===== src/rtl/dmem_stall_ctrl.sv =====
// dmem_stall_ctrl: MEM-stage data-memory access controller.
// Sends each load/store to a multi-cycle data memory over a req/ack
// handshake. It holds the pipeline with MemStall_o until the access completes.
// It also drives the Stall_* bundle and the load data into the MEM_WB register.
// Optional feature: define DMEM_TIMEOUT_EN to add a wait-state limit
// (TIMEOUT_CYCLES) and a sticky err_o abort flag.
module dmem_stall_ctrl #(
    parameter int TIMEOUT_CYCLES = 64
) (
    input  logic        clk_i,
    input  logic        rst_i,
    input  logic        MemRead_i,
    input  logic        MemWrite_i,
    input  logic [31:0] addr_i,
    input  logic [31:0] wdata_i,
    input  logic [4:0]  RD_i,
    input  logic        MemtoReg_i,
    input  logic        mem_ack_i,
    input  logic [31:0] mem_rdata_i,
    output logic        mem_req_o,
    output logic        mem_we_o,
    output logic [31:0] mem_addr_o,
    output logic [31:0] mem_wdata_o,
    output logic [31:0] data_o,
    output logic        MemStall_o,
    output logic [31:0] Stall_ALU_o,
    output logic [31:0] Stall_data_o,
    output logic [4:0]  Stall_RD_o,
    output logic        Stall_MemtoReg_o,
    output logic        Stall_RegWrite_o
`ifdef DMEM_TIMEOUT_EN
    ,
    output logic        err_o
`endif
);

    typedef enum logic [1:0] {
        S_IDLE,
        S_WAIT,
        S_DONE
    } state_t;

    state_t state;
    state_t next_state;
    logic   acc;
    logic   timeout;

    assign acc = MemRead_i | MemWrite_i;

    assign Stall_ALU_o      = mem_addr_o;
    assign Stall_data_o     = data_o;
    assign Stall_RegWrite_o = 1'b0;

`ifdef DMEM_TIMEOUT_EN
    localparam int CNT_W = $clog2(TIMEOUT_CYCLES + 1);

    logic [CNT_W-1:0] wait_cnt;

    assign timeout = (state == S_WAIT) && !mem_ack_i &&
                     (wait_cnt == CNT_W'(TIMEOUT_CYCLES - 1));

    // Count unanswered wait states; an expired limit raises the sticky error flag
    always_ff @(posedge clk_i) begin
        if (rst_i) begin
            wait_cnt <= '0;
            err_o    <= 1'b0;
        end else begin
            if (state == S_IDLE && acc) begin
                wait_cnt <= '0;
            end else if (state == S_WAIT && !mem_ack_i) begin
                wait_cnt <= wait_cnt + CNT_W'(1);
            end
            if (timeout) begin
                err_o <= 1'b1;
            end
        end
    end
`else
    assign timeout = 1'b0;
`endif

    // Next-state decode; the request cycle in IDLE already stalls the pipeline
    always_comb begin
        next_state = state;
        MemStall_o = 1'b0;
        case (state)
            S_IDLE: begin
                MemStall_o = acc;
                if (acc) begin
                    next_state = S_WAIT;
                end
            end
            S_WAIT: begin
                MemStall_o = 1'b1;
                if (mem_ack_i || timeout) begin
                    next_state = S_DONE;
                end
            end
            S_DONE: begin
                next_state = S_IDLE;
            end
            default: begin
                next_state = S_IDLE;
            end
        endcase
    end

    // State register, captured request fields, registered req and load data
    always_ff @(posedge clk_i) begin
        if (rst_i) begin
            state            <= S_IDLE;
            mem_req_o        <= 1'b0;
            mem_we_o         <= 1'b0;
            mem_addr_o       <= '0;
            mem_wdata_o      <= '0;
            data_o           <= '0;
            Stall_RD_o       <= '0;
            Stall_MemtoReg_o <= 1'b0;
        end else begin
            state     <= next_state;
            mem_req_o <= (next_state == S_WAIT);
            if (state == S_IDLE && acc) begin
                mem_we_o         <= MemWrite_i;
                mem_addr_o       <= addr_i;
                mem_wdata_o      <= wdata_i;
                Stall_RD_o       <= RD_i;
                Stall_MemtoReg_o <= MemtoReg_i;
            end
            if (state == S_WAIT && mem_ack_i && !mem_we_o) begin
                data_o <= mem_rdata_i;
            end else if (timeout && !mem_we_o) begin
                data_o <= 32'hDEAD_BEEF;
            end
        end
    end

endmodule


===== config.mk =====
export PLATFORM = sky130hd
export DESIGN_NAME = dmem_stall_ctrl
export DESIGN_NICKNAME = d
export VERILOG_FILES = /design/src/rtl/dmem_stall_ctrl.sv
export SDC_FILE = /design/constraint.sdc
export NUM_CORES = 1
export LEC_CHECK = 0
export ABC_AREA = 1
export CAP_MARGIN = 20
export CORE_ASPECT_RATIO = 1.4
export CORE_MARGIN = 2
export CORE_UTILIZATION = 34
export CTS_BUF_LIST = sky130_fd_sc_hd__clkbuf_8 sky130_fd_sc_hd__clkbuf_16
export DETAILED_ROUTE_END_ITERATION = 8
export GPL_ROUTABILITY_DRIVEN = 0
export PLACE_DENSITY_LB_ADDON = 0.2
export SYNTH_ARGS = -nofsm -noshare
export SYNTH_HDL_FRONTEND = slang
export SYNTH_SLANG_ARGS = --single-unit
export TNS_END_PERCENT = 100

===== constraint.sdc =====
create_clock -name clk_i -period 1.3 [get_ports clk_i]
set_input_delay 0.39 -clock clk_i [delete_from_list [all_inputs] [get_ports clk_i]]
set_output_delay 0.39 -clock clk_i [all_outputs]
set_load 0.02 [all_outputs]

# == After elaboration in Yosys (flattened, before gate mapping) ==
# Cells that the tools add are included.
# word_totals
ff_bits,106
latch_bits,0
mem_bits_rw,0
mem_bits_ro,0
input_bits,107
output_inout_bits,170
word_cells,20
memories,0
# op_classes
add_sub_neg,0
n_mul,0
div,0
magnitude_cmp,0
eq_ne,2
n_shift,0
muxes,4
bitwise,1
n_reduce_logical,5
# op_table
operator,n
$eq A2 B1 Y1 const B,2
$mux W2,2
$pmux W2 S2,1
$logic_and A1 B1 Y1,3
$logic_not A2 Y1,1
$pmux W1 S2,1
$logic_not A1 Y1,1
$or A1 B1 Y1,1

# == Longest topological paths before layout ==
# depth
word_depth,4
mapped_depth,7
ltp_nobuf,5

# == Worst setup path after synthesis ==
# Ideal clock, no wire load.
# synth_path
kind,input -> output
start,in MemRead_i
end,out MemStall_o
t_arrival_ns,1.139
required_time_ns,0.910
setup_slack_ns,-0.229
cell_stages,6
n_path_buf,2
path_cell_list,inv_1 > nand2_2 > nand2_1 > buf_4 > buf_6 > o21ai_0
# synth_via
elab_chain_len,2
# synth_lines
item,line,rtl
from (decl),12,"input logic MemRead_i,"
$or A1 B1 Y1,48,assign acc = MemRead_i | MemWrite_i;
$pmux W1 S2,86,case (state)
to (decl),25,"output logic MemStall_o,"
# No other way between the ends.

# == Worst setup path after layout ==
# layout_path
start,in MemWrite_i
end,out MemStall_o
# layout_via
elab_chain_len,2
# layout_lines
item,line,rtl
from (decl),13,"input logic MemWrite_i,"
$or A1 B1 Y1,48,
$pmux W1 S2,86,
# No other way between the ends.

==> flow_summary.yaml <==
outcome:
  outcome: "complete, but fails checks"
  violations: "setup timing"
place:
  dp.cells: 971
  place_area_um2: 7060
  placement.io_buffers: 275
  dp_hpwl_um: 10000
critical_path:
  cp-start-kind: "input pin"
  rr_startpoint: "state[1]"
  path_class: "input pin to output pin"
  required_ns: 0.91
  worstPathArrival_ns: 1.11
  path_cells: "dlygate4sd2_1 -> inv_6 -> nand2_4 -> nand2_2 -> o21ai_4 -> buf_6"
  worstPathMaxFanout: 2
  cp-end-kind: "output pin"
  worst-r2r-cell-count: 4
  rrSetupSlack_ns: -0.05
  rr_endpoint: "Stall_ALU_o[23]"
  cp_slowest_cell: "dlygate4sd2_1"
  max_stage_delay_ns: 0.29
  cp-startpoint: "MemWrite_i"
layout:
  n_antenna_cell: 0
  stdcell_count: 987
  final_cell_mix: "nand2_1 (104), clkdlybuf4s50_1 (103), buf_2 (96)"
  post-route-util_pct: 50.8
  final_common_cell: "nand2_1"
  area_growth_pct: 47.2
  layout.nets: 907
  design_area_um2: 6770
  drive_gt1_share_pct: 28.6
routing:
  firstDrtPassIters: 5
  drc: 0
  viasPerCell: 4.64
  drt_first_iter_violations: 170
  drt_wl_total_um: 14100
  vias: 4584
  post_drt_wl_per_cell_um: 14.2
  ant_nets: 0
sta:
  fmax_mhz: 668
  worst_pin_slew_ns: 0.531
  finalCriticalPeriod_ns: 1.50
  period_share_pct: 115
  finalSetupViolations: 64
  grt_setup_unrepaired: "yes"
  tns_ns: -1.65
  hold_viol_final: 0
  skew_ns: 0.00736
  drv_slew: 0
  max-slew-margin-rel_pct: 64.6
  fin_ws_ns: -0.197
cts:
  clkSlewWorstSetupHoldPaths_ns: 0.07
  cts_sinks: 106
  clk-insertion-delay-late_ns: 0.35
  clockBufferDepth: 2
  ctsHtreeMaxLevel: 3
  hold_buffers: 0
  cts_tree: "done"
  cts_resized: 707
  cts_buffers: 9
  cts_setup_buffers: 0
  root_buffer: "clkbuf_16"
synth:
  syn_nets: 716
  netlist_instances: 609
  muxShareOfSynthArea_pct: 0
  syn_area_um2: 4600
  synthSimpleGateAreaFrac_pct: 26.7
  synth_top_family_by_area: "simple AND/OR/NAND/NOR gates"
  synth_compound_gate_area_share_pct: 8.05
  synth-xor-area-share_pct: 0
  ys_warn_count: 0
  ys_ff_latch: 106
  synth_fa_ha_area_share_pct: 0
  seq_area_frac_synth_pct: 46.1
  yosysUniqueCellTypes: 17
  avgSynthCellArea_um2: 7.55
floorplanning:
  die_area_um2: 14500
  fp-row-count: 50
  die_h_um: 142
  fp.dieW_um: 102
  io-pin-count: 277
  start_util_pct: 34.5
  coreArea_um2: 13300
power_and_ir_drop:
  p_leak_nw: 3.21
  powerDensity_nw_per_um2: 1320
  ir_drop_v: 0.000660
  finalPower_mw: 8.90
global_route:
  grt_start_max_net_pins: 74
  antenna_found_initial: 0
  grt_pass1_vias: 4443
  grt_pass1_wl_um: 21900
  grt_util_all_layers_pct: 18.7
  gr-total-overflow: 0
run:
  max_cap_violations: 0
min_path:
  holdPathStages: 2
  min_to: "mem_wdata_o[8]"
  min_path_type: "register to register"
  worstHoldStart: "mem_wdata_o[8]"
[metal layers]
metal | up-vias | track usage, % | share of wire [%]
met5 | - | 0 | 0
met4 | 0 | 7.58 | 2.0
met3 | 18 | 5.02 | 8.7
met2 | 197 | 33.5 | 52
met1 | 2090 | 20.6 | 38
li1 | 2279 | - | -
[synth_stat cells]
cell type | count | area (um^2)
dfxtp_1 | 106 | 2120
nand3_1 | 72 | 360
buf_4 | 66 | 495
buf_1 | 6 | 22.5
nand2_1 | 105 | 394
nand4_1 | 32 | 200
o21ai_0 | 1 | 5.00
inv_1 | 39 | 146
nor2_1 | 65 | 244
clkbuf_1 | 18 | 67.6
nand2_2 | 1 | 6.26
conb_1 | 1 | 3.75
nor2_2 | 2 | 12.5
buf_6 | 6 | 67.6
nor2_4 | 1 | 11.3
a21oi_1 | 73 | 365
buf_2 | 15 | 75.1
[state kept, by name, summed over array words and instances (netlist names)]
register and cells:
mem_we_o 1, state 2, Stall_RD_o 5, Stall_MemtoReg_o 1, mem_req_o 1, Stall_data_o 32, Stall_ALU_o 32, mem_wdata_o 32
[kinds of logic after synthesis]
family | count (synthesis)
compound gates | 74
buf+inv | 150
flops | 106
other cells | 1
simple gates | 278
[through the flow]
stage / setup WS [ns] / hold WS, ns
floorplan: 0.000269 / 0.518
global placement: -0.927 / 0.448
detailed placement: -0.943 / 0.452
CTS: -0.212 / 0.460
global route: -0.242 / 0.479
finish: -0.197 / 0.460
[how the worst max path moves through the flow]
stage / endpoint / cells after the start
finish: MemStall_o / 6
global route: MemStall_o / 4
CTS: MemStall_o / 4
detailed placement: MemStall_o / 6
global placement: MemStall_o / 6
floorplan: MemStall_o / 5
[report_power, final]
group          internal [mW]  switching (mW)  total [mW]
Sequential              3.52           0.180        3.70
Clock                   1.74            1.22        2.97
Combinational          0.954            1.29        2.24
[worst max-delay path: cells and delay by family]
kind / cells / cell delay, ns
AO/OA/AOI/OAI: 1 / 0.06
AND/OR/NAND/NOR: 2 / 0.16
buffers and inverters: 3 / 0.49
[final cells by class]
type | instances | area [um^2]
clock buffers | 10 | 239
clock inverters | 6 | 88.8
fillers | 1378 | 6560
inverters | 39 | 154
multi-input cells | 353 | 1620
flip-flops and latches | 106 | 2150
well taps | 182 | 228
repair buffers | 291 | 2290
Power figures use the tool's default switching activity.
==> variant 1: new RTL, config.mk and constraints unchanged <==
Build with the macro `DMEM_TIMEOUT_EN` defined.
--- a/src/rtl/dmem_stall_ctrl.sv
+++ b/src/rtl/dmem_stall_ctrl.sv
@@ -4,6 +4,8 @@
 // It also drives the Stall_* bundle and the load data into the MEM_WB register.
 // Optional feature: define DMEM_TIMEOUT_EN to add a wait-state limit
 // (TIMEOUT_CYCLES) and a sticky err_o abort flag.
+`define DMEM_TIMEOUT_EN
+
 module dmem_stall_ctrl #(
     parameter int TIMEOUT_CYCLES = 64
 ) (
Formal check against the unedited RTL (old outputs only; new: err_o): no difference found for any inputs over 4 cycles, from zero or initial values and one cycle with rst_i high; that may be too few to reach the edited logic, so the function may still have changed.
==> variant 1 against the original RTL <==
  * The flow still finishes with violations (negative setup slack)
  * Via count grew 9.2%
  * Maximum frequency grew 3.0%
  * Largest cell class unchanged
  * Critical path type is now register to register
  * Area after synthesis grew 9.9%
  * Final area grew 38%
  * Register-to-register slack lost 100 ps
  * Hold slack lost 180 ps
  * Wire length grew 24%
  * Final cell count grew 11%
  * Total power grew 39%
  * Setup slack gained 44 ps
  * Sequential cell count grew 8
==> variant 1: results (changes against the original RTL) <==
Outcome
  – Outcome: finished, violations left
  – Failing checks: negative setup slack

Critical path
  – Reg2reg end: Stall_data_o[27]$_SDFFE_PP0P_
  – FF-to-FF Start: mem_we_o$_SDFFE_PP0P_
  – CP max stage delay: 320 ps (+30 ps)
  – Worst path arrival time: 1750 ps (+640 ps)
  – Worst-path fanout max: 6 (+4)
  – Slowest cell on the critical path: dfxtp_2
  – Worst Reg-to-Reg Cells: 7 (+3)
  – Element type at the critical path start: register

Route
  – Pre-antenna DRT Iters: 6 (+1)
  – Iteration-0 DRC Markers: 173 (+1.8%)
  – Routed via count: 5008 (+9.2%)

Power
  – Leakage: 4.377 nW (+37%)
  – Peak supply drop: 0.0007604 V (+15%)

Min path
  – Worst min path class: primary input to register
  – Worst hold start: MemWrite_i

Timing
  – Setup TNS Final: -6706 ps (-5056 ps)
  – # setup viols final: 105 (+64%)
  – Final setup skew: 8.318 ps (+0.9603 ps)
  – Hold WS: 279.6 ps (-179.9 ps)
  – Final worst slack: -152.9 ps (+44.22 ps)

Global route
  – Pin count of the biggest net entering global routing: 44 (-41%)
  – First-pass GRT wire length: 25100 um (+15%)
  – Number of global-route vias before repair: 4911 (+11%)

Yosys
  – Synth cell types: 26 (+9)
  – Sequential fraction of the synthesis area: 0.4514 (-0.009998)
  – Post-synthesis xor/xnor area fraction: 0.001732 (+0.001732)
  – Mapped Cells: 631 (+3.6%)
  – Syn_nets: 739 (+3.2%)
  – Area share of fa/ha/maj cells after synthesis: 0.002475 (+0.002475)
  – Compound-gate portion of the synthesized area: 0.09057 (+0.01005)
  – Most area-consuming cells after synthesis: dfxtp_1 (45%), buf_4 (10%), nor2_1 (10%)
  – Most frequent cells after synthesis: nor2_1 (136), dfxtp_1 (114), o21ai_0 (73), buf_4 (68), inv_1 (56)

Finish
  – Fill cells: 1184 (-14%)
  – Sequential Area: 2454 um2 (+14%)
  – Non-Filler Instances: 1099 (+11%)
  – Layout cell share with drive strength beyond 1: 0.4989 (+0.2132)

Placement
  – DP Area: 7759 um2 (+9.9%)
  – Port Buffers: 276 (+0.36%)
  – Placement Setup Slack: -794.5 ps (+148.4 ps)

CTS
  – Clk pin slew, worst setup/hold paths: 50 ps (-20 ps)
  – H-tree levels: 4 (+1)
  – Clk Latency, worst-skew pair: 410 ps (+60 ps)
## variant 1: worst max-delay path: cells and delay by family, from the launching register on
family	cells	cell delay, ps
simple gates	3	500
buf+inv	4	530
flops	1	320
## variant 1: power breakdown
| part | total [mW] | leakage [nW] | internal, mW | switching [mW] |
|---|---|---|---|---|
| sequential | 4.17 | 0.981 | 3.87 | 0.298 |
| clock | 4.75 | 0.302 | 3.13 | 1.61 |
| combinational | 3.45 | 3.09 | 1.83 | 1.62 |
## variant 1: how the worst max path moves through the flow
stage	depth (start not counted)	end	slack (ps)
finish	7	Stall_data_o[27]$_SDFFE_PP0P_	-150
global route	10	Stall_ALU_o[31]$_SDFFE_PP0P_	-210
CTS	4	MemStall_o	-120
detailed placement	5	MemStall_o	-790
global placement	5	MemStall_o	-780
floorplan	7	Stall_data_o[14]$_SDFFE_PP0P_	20
## variant 1: repair_timing
action | CTS | global route
pin swaps | 5 | 14
hold endpoints to repair | 0 | 0
cloned | 4 | 11
gates resized for setup | 1019 | 207
buffers inserted | 4 | 6
setup endpoints to repair | 282 | 262
## variant 1: final cells by class
| cell class | count | area share |
|---|---|---|
| timing repair buffer | 348 | 0.4132 |
| sequential | 114 | 0.2621 |
| multi-input combinational | 358 | 0.2100 |
| clock buffer | 20 | 0.04986 |
| tap | 189 | 0.02526 |
| inverter | 59 | 0.02473 |
| clock inverter | 11 | 0.01484 |
## variant 1: metal layers
metal / up-vias / routed length (um) / track usage
met1: 2314 / 6225 / 0.2165
met4: 0 / 328 / 0.07338
met3: 23 / 1489 / 0.06573
met2: 227 / 9422 / 0.3601
met5: - / 0 / 0
li1: 2444 / - / -
==> variant 2: new RTL, same settings <==
Made on the original files. Encoding of `state_t`: now one-hot (3 bits for 3 states).
--- a/src/rtl/dmem_stall_ctrl.sv
+++ b/src/rtl/dmem_stall_ctrl.sv
@@ -34,10 +34,10 @@
 `endif
 );
 
-    typedef enum logic [1:0] {
-        S_IDLE,
-        S_WAIT,
-        S_DONE
+    typedef enum logic [2:0] {
+        S_IDLE = 3'b001,
+        S_WAIT = 3'b010,
+        S_DONE = 3'b100
     } state_t;
 
     state_t state;
Behaviour: no difference found for any inputs over 4 cycles, from zero or initial values and one cycle with rst_i high; so few cycles prove little.
==> variant 2 against the original RTL <==
  * The flow still finishes with violations (negative setup slack)
  * Global-route usage shrank 0.77 points
  * Sequential cell count grew 1
  * Die area is 4.7% lower
  * First-iteration DRC count decreased by 52%
  * Critical endpoint unchanged
  * Register-to-register slack got worse by 130 ps
  * Final area up 1.7%
  * Area after synthesis decreased by 4.9%
  * Sequential share of layout area shrank 0.20 points
  * Setup slack got worse by 35 ps
  * Total power increased by 9.5%
  * Wire length decreased by 1.5%
  * Critical path depth is the same
  * Critical path type is now register to output port
  * Final cell count shrank 1.1%
==> variant 2: results (changes against the original RTL) <==
Outcome
  – Outcome: finished, violations left
  – Failing checks: negative setup slack

Finish
  – Layout cell share with drive strength beyond 1: 0.3244 (+0.03871)
  – Nets@finish: 925 (+2.0%)
  – Fill cells: 1219 (-12%)

Critical path
  – Slowest cell on the critical path: dfxtp_2
  – CP max stage delay: 330 ps (+40 ps)
  – R2R setup slack: -180 ps (-130 ps)
  – Largest delay share family, worst path: flip-flops
  – Worst path arrival time: 1140 ps (+30 ps)
  – Worst-path fanout max: 3 (+1)

Power
  – Peak supply drop: 0.0006431 V (-2.5%)
  – Leakage: 3.425 nW (+6.8%)
  – Sw frac: 0.3196 (+0.01762)

Route
  – Met3 wire len: 1078 um (-11%)
  – WL met1: 5042 um (-4.4%)
  – DR WL/cell: 14.18 um (-0.36%)
  – Pre-antenna DRT Iters: 4 (-1)
  – Iteration-0 DRC Markers: 82 (-52%)
  – Routed via count: 4387 (-4.3%)
  – DR WL met2: 7376 um (+1.4%)

Yosys
  – Most frequent cells after synthesis: nand2_1 (210), dfxtp_1 (107), buf_4 (72), a21oi_1 (71), nor2_1 (68)
  – Synth cell types: 15 (-2)
  – Syn_nets: 704 (-1.7%)
  – Most area-consuming cells after synthesis: dfxtp_1 (49%), nand2_1 (18%), buf_4 (12%)
  – Sequential fraction of the synthesis area: 0.4896 (+0.02819)
  – Compound-gate portion of the synthesized area: 0.08121 (+0.0006902)
  – Mapped Cells: 597 (-2.0%)

Global route
  – GR Util met1: 0.1957 (-0.01017)
  – Gr usage total: 0.1795 (-0.007720)
  – Number of global-route vias before repair: 4001 (-9.9%)
  – Met3 Use GR: 0.04297 (-0.007274)
  – First-pass GRT wire length: 19840 um (-9.5%)
  – Pin count of the biggest net entering global routing: 72 (-2.7%)

Placement
  – Port Buffers: 275 (unchanged)
  – DP Area: 6863 um2 (-2.7%)
  – Dpl hpwl: 9470 um (-5.8%)
  – Placed Instances: 946 (-2.6%)

Timing
  – Final setup skew: 7.410 ps (+0.05204 ps)
  – Final worst slack: -232.5 ps (-35.38 ps)
  – # setup viols final: 104 (+63%)
  – Setup TNS Final: -6393 ps (-4743 ps)

CTS
  – Clk pin slew, worst setup/hold paths: 70 ps (about the same)

Min path
  – Worst min path class: primary input to register
[variant 2: changes by cell type after synthesis, sizes merged, moves of 2 or more]
cell    unedited run  this run
nand3             72         1
nand2            106       211
a21oi             73        71
clkbuf            18        11
buf               93        85
nand4             32         1
nor2              68        70
[variant 2: power groups by stage]
stage | logic (mW) | clock network (mW) | registers, mW
2_1_floorplan | 1.35 | 0 | 4.29
3_3_place_gp | 3.10 | 0 | 3.90
3_5_place_dp | 3.13 | 0 | 3.92
4_1_cts | 2.74 | 3.08 | 3.83
5_1_grt | 3.10 | 3.22 | 3.90
6_report | 2.88 | 3.01 | 3.85
[variant 2: path summary, 6_finish.rpt]
check	startpoint	end	depth (start not counted)
max	state[1]$_SDFF_PP0_	MemStall_o	6
min	mem_ack_i	state[2]$_SDFF_PP0_	3
max reg2reg	state[1]$_SDFF_PP0_	Stall_data_o[13]$_SDFFE_PP0P_	11
min reg2reg	mem_wdata_o[8]$_SDFFE_PP0P_	mem_wdata_o[8]$_SDFFE_PP0P_	2
[variant 2: per-stage QoR]
| step | hold slack [ps] | setup slack, ps |
|---|---|---|
| 2_1_floorplan | 518.9 | 4.942 |
| 4_1_cts | 416.8 | -239.4 |
| 3_5_place_dp | 452.7 | -997.2 |
| 3_3_place_gp | 448.2 | -1021 |
| 5_1_grt | 401.2 | -303.0 |
| 6_report | 391.5 | -232.5 |
[variant 2: what timing repair did]
item,in CTS,in global routing
cloned,0,8
endpoints found under the setup margin,240,171
setup buffers,1,6
pin swaps,2,2
gates resized for setup,720,101
[variant 2: final cells by class]
cell class	count	area, um2	share of cell area
well taps	153	191.4	0.02781
repair buffers	306	2522	0.3664
multi-input cells	356	1515	0.2201
flip-flops and latches	107	2173	0.3157
inverters	38	145.1	0.02108
clock inverters	5	83.83	0.01218
clock buffers	11	252.7	0.03671
